$ cat src/rtl/serial_nibble_rx_pkg.sv
// Shared types and defaults for the serial nibble receiver.
// State encoding is fixed so the lab's debug probes can decode it directly.
package serial_nibble_rx_pkg;

   typedef enum logic [2:0] {
      IDLE    = 3'd0,
      START   = 3'd1,
      DATA    = 3'd2,
      STOP    = 3'd3,
      WAIT_HI = 3'd4
   } rx_state_e;

   localparam int DEF_DATA_W       = 4;
   localparam int DEF_CLKS_PER_BIT = 4;

endpackage

$ cat src/rtl/serial_nibble_rx_sync_2ff.sv
// Two-flop bit synchronizer with a configurable reset value.
// Reusable by any lab input stage that samples an asynchronous line.
module sync_2ff #(
   parameter logic RST_VAL = 1'b1
) (
   input  logic clk,
   input  logic rst,
   input  logic d,
   output logic q
);

   logic meta_d, meta_q;
   logic sync_d, sync_q;

   always_comb begin
      meta_d = d;
      sync_d = meta_q;
   end

   always_ff @(posedge clk) begin
      if (rst) begin
         meta_q <= RST_VAL;
         sync_q <= RST_VAL;
      end else begin
         meta_q <= meta_d;
         sync_q <= sync_d;
      end
   end

   assign q = sync_q;

endmodule

$ cat src/rtl/serial_nibble_rx.sv
// Framed serial-to-parallel receiver driving a load-enable register (dout->din, load->en).
// Optional even parity bit after the data bits: define SERIAL_NIBBLE_RX_PARITY_EN.
module serial_nibble_rx
   import serial_nibble_rx_pkg::*;
#(
   parameter int DATA_W       = DEF_DATA_W,
   parameter int CLKS_PER_BIT = DEF_CLKS_PER_BIT
) (
   input  logic              clk,
   input  logic              rst,
   input  logic              sin,
   output logic [DATA_W-1:0] dout,
   output logic              load,
   output logic              busy,
   output logic              frame_err
`ifdef SERIAL_NIBBLE_RX_PARITY_EN
   ,
   output logic              parity_err
`endif
);

   localparam int BAUD_W = (CLKS_PER_BIT > 1) ? $clog2(CLKS_PER_BIT) : 1;
   localparam int BIT_W  = (DATA_W > 0) ? $clog2(DATA_W + 1) : 1;

   localparam logic [BAUD_W-1:0] BAUD_LAST = BAUD_W'(CLKS_PER_BIT - 1);
   localparam logic [BAUD_W-1:0] BAUD_HALF = BAUD_W'(CLKS_PER_BIT / 2 - 1);
`ifdef SERIAL_NIBBLE_RX_PARITY_EN
   localparam logic [BIT_W-1:0]  BIT_LAST  = BIT_W'(DATA_W);
`else
   localparam logic [BIT_W-1:0]  BIT_LAST  = BIT_W'(DATA_W - 1);
`endif

   logic sin_s;

   sync_2ff #(
      .RST_VAL (1'b1)
   ) u_sync (
      .clk (clk),
      .rst (rst),
      .d   (sin),
      .q   (sin_s)
   );

   rx_state_e         state_d, state_q;
   logic [BAUD_W-1:0] baud_d, baud_q;
   logic [BIT_W-1:0]  bit_d, bit_q;
   logic [DATA_W-1:0] shreg_d, shreg_q;
   logic [DATA_W-1:0] dout_d, dout_q;
   logic              load_d, load_q;
   logic              busy_d, busy_q;
   logic              ferr_d, ferr_q;
`ifdef SERIAL_NIBBLE_RX_PARITY_EN
   logic              par_d, par_q;
   logic              perr_d, perr_q;
`endif

   always_comb begin
      state_d = state_q;
      baud_d  = baud_q;
      bit_d   = bit_q;
      shreg_d = shreg_q;
      dout_d  = dout_q;
      load_d  = 1'b0;
      ferr_d  = 1'b0;
`ifdef SERIAL_NIBBLE_RX_PARITY_EN
      par_d   = par_q;
      perr_d  = 1'b0;
`endif

      case (state_q)
         IDLE: begin
            baud_d = '0;
            bit_d  = '0;
            if (!sin_s) state_d = START;
         end

         // Re-check the line at mid start bit to reject glitches.
         START: begin
            if (baud_q == BAUD_HALF) begin
               baud_d  = '0;
               bit_d   = '0;
               state_d = sin_s ? IDLE : DATA;
            end else begin
               baud_d = baud_q + BAUD_W'(1);
            end
         end

         DATA: begin
            if (baud_q == BAUD_LAST) begin
               baud_d = '0;
`ifdef SERIAL_NIBBLE_RX_PARITY_EN
               if (bit_q == BIT_LAST) begin
                  par_d = sin_s;
               end else begin
                  for (int i = 0; i < DATA_W - 1; i++) shreg_d[i] = shreg_q[i+1];
                  shreg_d[DATA_W-1] = sin_s;
               end
`else
               for (int i = 0; i < DATA_W - 1; i++) shreg_d[i] = shreg_q[i+1];
               shreg_d[DATA_W-1] = sin_s;
`endif
               if (bit_q == BIT_LAST) begin
                  bit_d   = '0;
                  state_d = STOP;
               end else begin
                  bit_d = bit_q + BIT_W'(1);
               end
            end else begin
               baud_d = baud_q + BAUD_W'(1);
            end
         end

         // A bad stop bit outranks a parity failure.
         STOP: begin
            if (baud_q == BAUD_LAST) begin
               baud_d = '0;
               if (sin_s) begin
                  state_d = IDLE;
`ifdef SERIAL_NIBBLE_RX_PARITY_EN
                  if ((^shreg_q) ^ par_q) begin
                     perr_d = 1'b1;
                  end else begin
                     dout_d = shreg_q;
                     load_d = 1'b1;
                  end
`else
                  dout_d = shreg_q;
                  load_d = 1'b1;
`endif
               end else begin
                  ferr_d  = 1'b1;
                  state_d = WAIT_HI;
               end
            end else begin
               baud_d = baud_q + BAUD_W'(1);
            end
         end

         // Hold here until the line releases so a stuck-low wire cannot retrigger.
         WAIT_HI: begin
            baud_d = '0;
            bit_d  = '0;
            if (sin_s) state_d = IDLE;
         end

         default: begin
            state_d = IDLE;
            baud_d  = '0;
            bit_d   = '0;
         end
      endcase

      busy_d = (state_d != IDLE);
   end

   always_ff @(posedge clk) begin
      if (rst) begin
         state_q <= IDLE;
         baud_q  <= '0;
         bit_q   <= '0;
         dout_q  <= '0;
         load_q  <= 1'b0;
         busy_q  <= 1'b0;
         ferr_q  <= 1'b0;
`ifdef SERIAL_NIBBLE_RX_PARITY_EN
         perr_q  <= 1'b0;
`endif
      end else begin
         state_q <= state_d;
         baud_q  <= baud_d;
         bit_q   <= bit_d;
         dout_q  <= dout_d;
         load_q  <= load_d;
         busy_q  <= busy_d;
         ferr_q  <= ferr_d;
`ifdef SERIAL_NIBBLE_RX_PARITY_EN
         perr_q  <= perr_d;
`endif
      end
   end

   // Assembly registers carry data only; the FSM decides when they are used.
   always_ff @(posedge clk) begin
      shreg_q <= shreg_d;
`ifdef SERIAL_NIBBLE_RX_PARITY_EN
      par_q   <= par_d;
`endif
   end

   assign dout      = dout_q;
   assign load      = load_q;
   assign busy      = busy_q;
   assign frame_err = ferr_q;
`ifdef SERIAL_NIBBLE_RX_PARITY_EN
   assign parity_err = perr_q;
`endif

endmodule
$ cat config.mk
export PLATFORM = sky130hd
export DESIGN_NAME = serial_nibble_rx
export DESIGN_NICKNAME = d
export VERILOG_FILES = /design/src/rtl/serial_nibble_rx_pkg.sv /design/src/rtl/serial_nibble_rx_sync_2ff.sv /design/src/rtl/serial_nibble_rx.sv
export SDC_FILE = /design/constraint.sdc
export NUM_CORES = 1
export LEC_CHECK = 0
export CAP_MARGIN = 20
export CELL_PAD_IN_SITES_DETAIL_PLACEMENT = 0
export CELL_PAD_IN_SITES_GLOBAL_PLACEMENT = 1
export CORE_UTILIZATION = 41
export CTS_BUF_LIST = sky130_fd_sc_hd__clkbuf_16
export DETAILED_ROUTE_END_ITERATION = 8
export PLACE_DENSITY = 0.79
export SYNTH_ARGS = -nofsm -noshare
export SYNTH_HDL_FRONTEND = slang
export SYNTH_HIERARCHICAL = 1
export SYNTH_SLANG_ARGS = --single-unit
export TNS_END_PERCENT = 100
$ cat constraint.sdc
create_clock -name clk -period 1.6 [get_ports clk]
set_clock_uncertainty 0.2 [all_clocks]
set_input_delay 0.32 -clock clk [delete_from_list [all_inputs] [get_ports clk]]
set_output_delay 0.32 -clock clk [all_outputs]
set_load 0.02 [all_outputs]
Word-level counts from Yosys, hierarchy flattened
Cells that the tools add are included.
{ "totals": {"register_bits": 21, "latchBits": 0, "ramBits": 0, "mem_bits_ro": 0, "memories": 0} }
{ "op_classes": {"add_sub_neg": 2, "n_mul": 0, "div_mod_pow": 0, "order_cmp": 0, "n_eq_ne": 9, "shifts": 0, "muxes": 18, "bitwise_logic": 2, "n_reduce_logical": 7} }
{ "op_table": {"columns": ["cell", "n"], "rows": [
  ["$mux 3", 10],
  ["$pmux 3 s5", 1],
  ["$eq 3x2->1 const B", 3],
  ["$pmux 3 s3", 1],
  ["$mux 2", 3],
  ["$reduce_and 3->1", 2],
  ["$ne 2x2->1 const B", 2],
  ["$pmux 2 s2", 1],
  ["$add 3x1->3 const B", 1],
  ["$eq 3x1->1 const B", 1],
  ["$eq 3x3->1 const B", 1],
  ["$logic_not 3->1", 1],
  ["$reduce_bool 3->1", 1],
  ["$reduce_or 3->1", 1],
  ["$add 2x1->2 const B", 1],
  ["$eq 2x1->1 const B", 1],
  ["$eq 2x2->1 const B", 1],
  ["$mux 1", 2],
  ["$not 1->1", 2],
  ["$reduce_and 2->1", 1],
  ["$reduce_or 2->1", 1]
]} }

Logic depth before layout (Yosys ltp)
{ "logic_depth": {"depth_word": 5, "mapped_depth": 6} }

Cells and area by module
The synthesis kept the hierarchy.
{ "modules_own_cells": {"columns": ["mod", "n_inst", "cells_per_inst", "area_each_um2", "seq_area_each_um2"], "rows": [
  ["serial_nibble_rx", 1, 87, 869.6, 420.4],
  ["sync_2ff", 1, 4, 52.6, 40.0]
]} }

Worst setup path after synthesis
OpenSTA, ideal clock, no wires.
{ "synth_path": {"path_kind": "register to register", "startpoint": "register baud_q[0]", "endpoint": "register busy_q, in the netlist busy", "setup_time_ns": 0.120, "arrival_time_ns": 1.158, "setup_slack_ns": 0.121, "path_stages_with_launch": 7, "n_path_buf": 1, "synth_period_minus_slack_ns": 1.479, "cell_sequence": "dfxtp_1 ha_1 and4b_1 buf_6 a21oi_2 nor3_2 o21bai_1"} }
{ "synth_between": {"elab_chain_len": 4, "elab_cells_between_ends": 7} }
{ "synth_lines": {"columns": ["element", "line_no", "text"], "rows": [
  ["from (decl)", "serial_nibble_rx.sv:45", "logic [BAUD_W-1:0] baud_d, baud_q;"],
  ["from (signal assigned)", "serial_nibble_rx.sv:170", "baud_q <= baud_d;"],
  ["$eq 2x2->1 or $eq 2x1->1 (tied branches)", "serial_nibble_rx.sv:89, serial_nibble_rx.sv:115, serial_nibble_rx.sv:79", null],
  ["$mux 3, on equally long branches", "serial_nibble_rx.sv:115, serial_nibble_rx.sv:79, serial_nibble_rx.sv:89", null],
  ["$pmux 3 s5 *", "serial_nibble_rx.sv:70", "case (state_q)"],
  ["$reduce_bool 3->1 *", "serial_nibble_rx.sv:153", "busy_d = (state_d != IDLE);"],
  ["to (signal assigned)", "serial_nibble_rx.sv:174", "busy_q <= busy_d;"],
  ["to (decl)", "serial_nibble_rx.sv:50", "logic busy_d, busy_q;"]
]} }
Every way passes the cells marked *; elsewhere a longest branch is shown, timed or not.
A chain may end at the register's enable or synchronous reset.

Final worst setup path
{ "layout_path": {"startpoint": "register state_q[1]", "endpoint": "register shreg_q[3] (enable)"} }
{ "layout_between": {"elab_chain_len": 2} }
{ "layout_lines": {"columns": ["element", "line_no", "text"], "rows": [
  ["from (decl)", "serial_nibble_rx.sv:44", "rx_state_e state_d, state_q;"],
  ["from (signal assigned)", "serial_nibble_rx.sv:169", "state_q <= state_d;"],
  ["$eq 3x2->1", "serial_nibble_rx.sv:70", null],
  ["$reduce_and 2->1 (no line)", null, null],
  ["to (signal assigned)", "serial_nibble_rx.sv:184", "shreg_q <= shreg_d;"],
  ["to (decl)", "serial_nibble_rx.sv:47", "logic [DATA_W-1:0] shreg_d, shreg_q;"]
]} }
No other way between the ends.

==> flow_summary.ini <==
[place]
place_area_mm2 = 0.001070
dpl.hpwl_um = 1160
place.gp.congestion = 0.7494
dp_slack_ns = -0.006521
numPortBuffers = 9

[final_layout]
final_layout_size_suffix_gt1_share_pct = 23.36
fillCellCount = 202
nets = 115
synthToLayoutAreaGrowth_pct = 24.69
stdcell_area_mm2 = 0.001150
antennaDiodeCount = 0

[floorplanning]
die_h_um = 49.43
die_x_um = 49.43
io_pins = 10
core-area_mm2 = 0.002042
die_area_mm2 = 0.002443
num_rows = 16
initial_core_util_pct = 45.16

[setup_path]
required_ns = 1.35
crit_arrival_ns = 1.24
cp-end-kind = flop
critPathLaunchType = flop
critPathKind = flop to flop
cp_max_fo = 8

[power]
p_per_area_mw_per_mm2 = 969.1
peakVddDrop_uv = 626.2
p_leak_nw = 0.4721

[drt]
drc = 0
avgRoutedWirePerCell_um = 11.70
num_vias = 651
via_per_inst = 4.858
drtPass1Iterations = 4
drt_iter0_drc = 7
antenna_left = 0
drt-total-wl_um = 1568

[clock_network]
insertion_delay_ns = 0.25
cts.path.max_buffers = 2
cts_tree = built
cts_max_level = 1
cts_hold_buf = 0
cts_made_buffers = 3
post_cts_buffers = 0
clk_pin_slew_worst_paths_ns = 0.06
cts.sinks = 21
cts-root-buf = clkbuf_16

[synth]
synth-edff-count = 4
ys_seq_area_share_pct = 49.93
synth_area_per_cell_um2 = 10.13
ys_warn_count = 6
synth.distinct_cells = 31
synth.ff_latch_count = 21
syn-cell-area_um2 = 922.1
synth_top_area_share_pct = 36.91
ys_top_cells_by_count = dfxtp_1, nand2_1, a21oi_1, nand3_1, inv_1
synthesis.instances = 91
yosysMostFrequentCell = dfxtp_1
synth_fp_nets = 98
synth_area_leaders = dfxtp_1, edfxtp_1, ha_1
synthArstFlopShare_pct = 0
yosysTopAreaCell = dfxtp_1
synth_flop_cell = dfxtp_1

[global_route]
antenna_found_initial = 0
grt_pass1_wl_um = 2822
grt-ovfl-total = 0
track_usage_pct = 15.39
grt_pass1_vias = 641
grt_max_degree = 13

[timing]
hold_violations = 0
fmax_mhz = 672.7
setup_violations = 0
fin_crit_sh_pct = 92.90
worstMarginPinSlew_ns = 0.3883
rsz0062_at_grt = true
slew_viol_final = 0
fin_ws_ns = 0.1135
layout_min_cycle_time_ns = 1.486
slew_headroom_pct = 74.08

[min_path]
hold_path.class = flop to flop

[run_status]
status = finished, final reports clean

[run]
cap_violations = 0
[cell usage in the layout (no fill, tap or decap), types with 4 or more instances in the layout]
| cell | Yosys | final |
|---|---|---|
| a21oi_1 | 6 | 6 |
| buf_4 | 1 | 9 |
| dfxtp_1 | 17 | 15 |
| dlygate4sd2_1 | 0 | 7 |
| edfxtp_1 | 4 | 4 |
| inv_1 | 5 | 5 |
| nand2_1 | 10 | 9 |
| nand3_1 | 6 | 6 |
[per-stage QoR]
stage | instances | total power, mW | utilization, % | hold slack [ns] | TNS, ns
final | 134 | 1.114 | 56.31 | 0.1997 | 0
after global routing | 134 | 1.168 | 56.31 | 0.2206 | -0.007212
after CTS | 134 | 1.138 | 55.88 | 0.2026 | 0
after detailed placement | 130 | 0.6084 | 52.39 | 0.1891 | -0.006521
after global placement | 130 | 0.6083 | 52.39 | 0.1904 | 0
after floorplan | 91 | 0.5882 | - | 0.1832 | 0
[flip-flops by register name (all words and copies together) (netlist names)]
signal         flops
bit_q              3
shreg_q            4
frame_err          1
busy               1
state_q            3
baud_q             2
dout               4
u_sync/meta_q      1
u_sync/q           1
load               1
[path summary, 6_finish.rpt]
| check | from | slack (ns) | endpoint | cells after the start |
|---|---|---|---|---|
| worst max-delay path | state_q[1] | 0.11 | shreg_q[3] | 3 |
| worst min-delay path | u_sync/meta_q | 0.20 | u_sync/q | 1 |
| worst max register to register | state_q[1] | 0.11 | shreg_q[3] | 3 |
| worst min register to register | u_sync/meta_q | 0.20 | u_sync/q | 1 |
[routing by layer]
| layer | vias up | GRT usage, % | share of wire (%) |
|---|---|---|---|
| met5 | - | 0 | 0 |
| met4 | 0 | 8.571 | 1.8 |
| met3 | 3 | 3.738 | 3.3 |
| met2 | 11 | 22.15 | 44 |
| met1 | 291 | 20.93 | 51 |
| li1 | 346 | - | - |
[cell type report]
class                   instances  area (µm²)  share of cell area (%)
clock buffers                   3       75.07                   6.529
multi-input cells              59       405.4                   35.26
clock inverters                 1       5.005                  0.4353
flip-flops and latches         21       462.9                   40.26
inverters                       5       18.77                   1.632
well taps                      27       33.78                   2.938
repair buffers                 18       148.9                   12.95
[worst max-delay path: stages, from the launching register on]
cell	delay (ns)
dfxtp_1	0.48
nor3b_2	0.25
nand2_1	0.10
inv_1	0.15
[cell families after synthesis]
group                    synth area share [%]
buffers and inverters                   6.784
AND/OR/NAND/NOR                         21.71
adder cells (fa/ha/maj)                 5.428
AO/OA/AOI/OAI                           11.67
flip-flops                              49.93
multiplexers                            4.478
[what timing repair did]
action | 4_1_cts | 5_1_grt
resized for setup | 7 | 6
pin swaps | 0 | 1
setup endpoints to repair | 7 | 9
[where the power goes]
group          total (mW)  internal [mW]  leakage [nW]  switching [mW]
registers           0.551          0.543         0.174         0.00782
logic              0.0450         0.0231         0.257          0.0220
clock network       0.518          0.335        0.0409           0.183
total                1.11          0.902         0.472           0.212
Note: power is estimated with default switching activity, not from simulation.
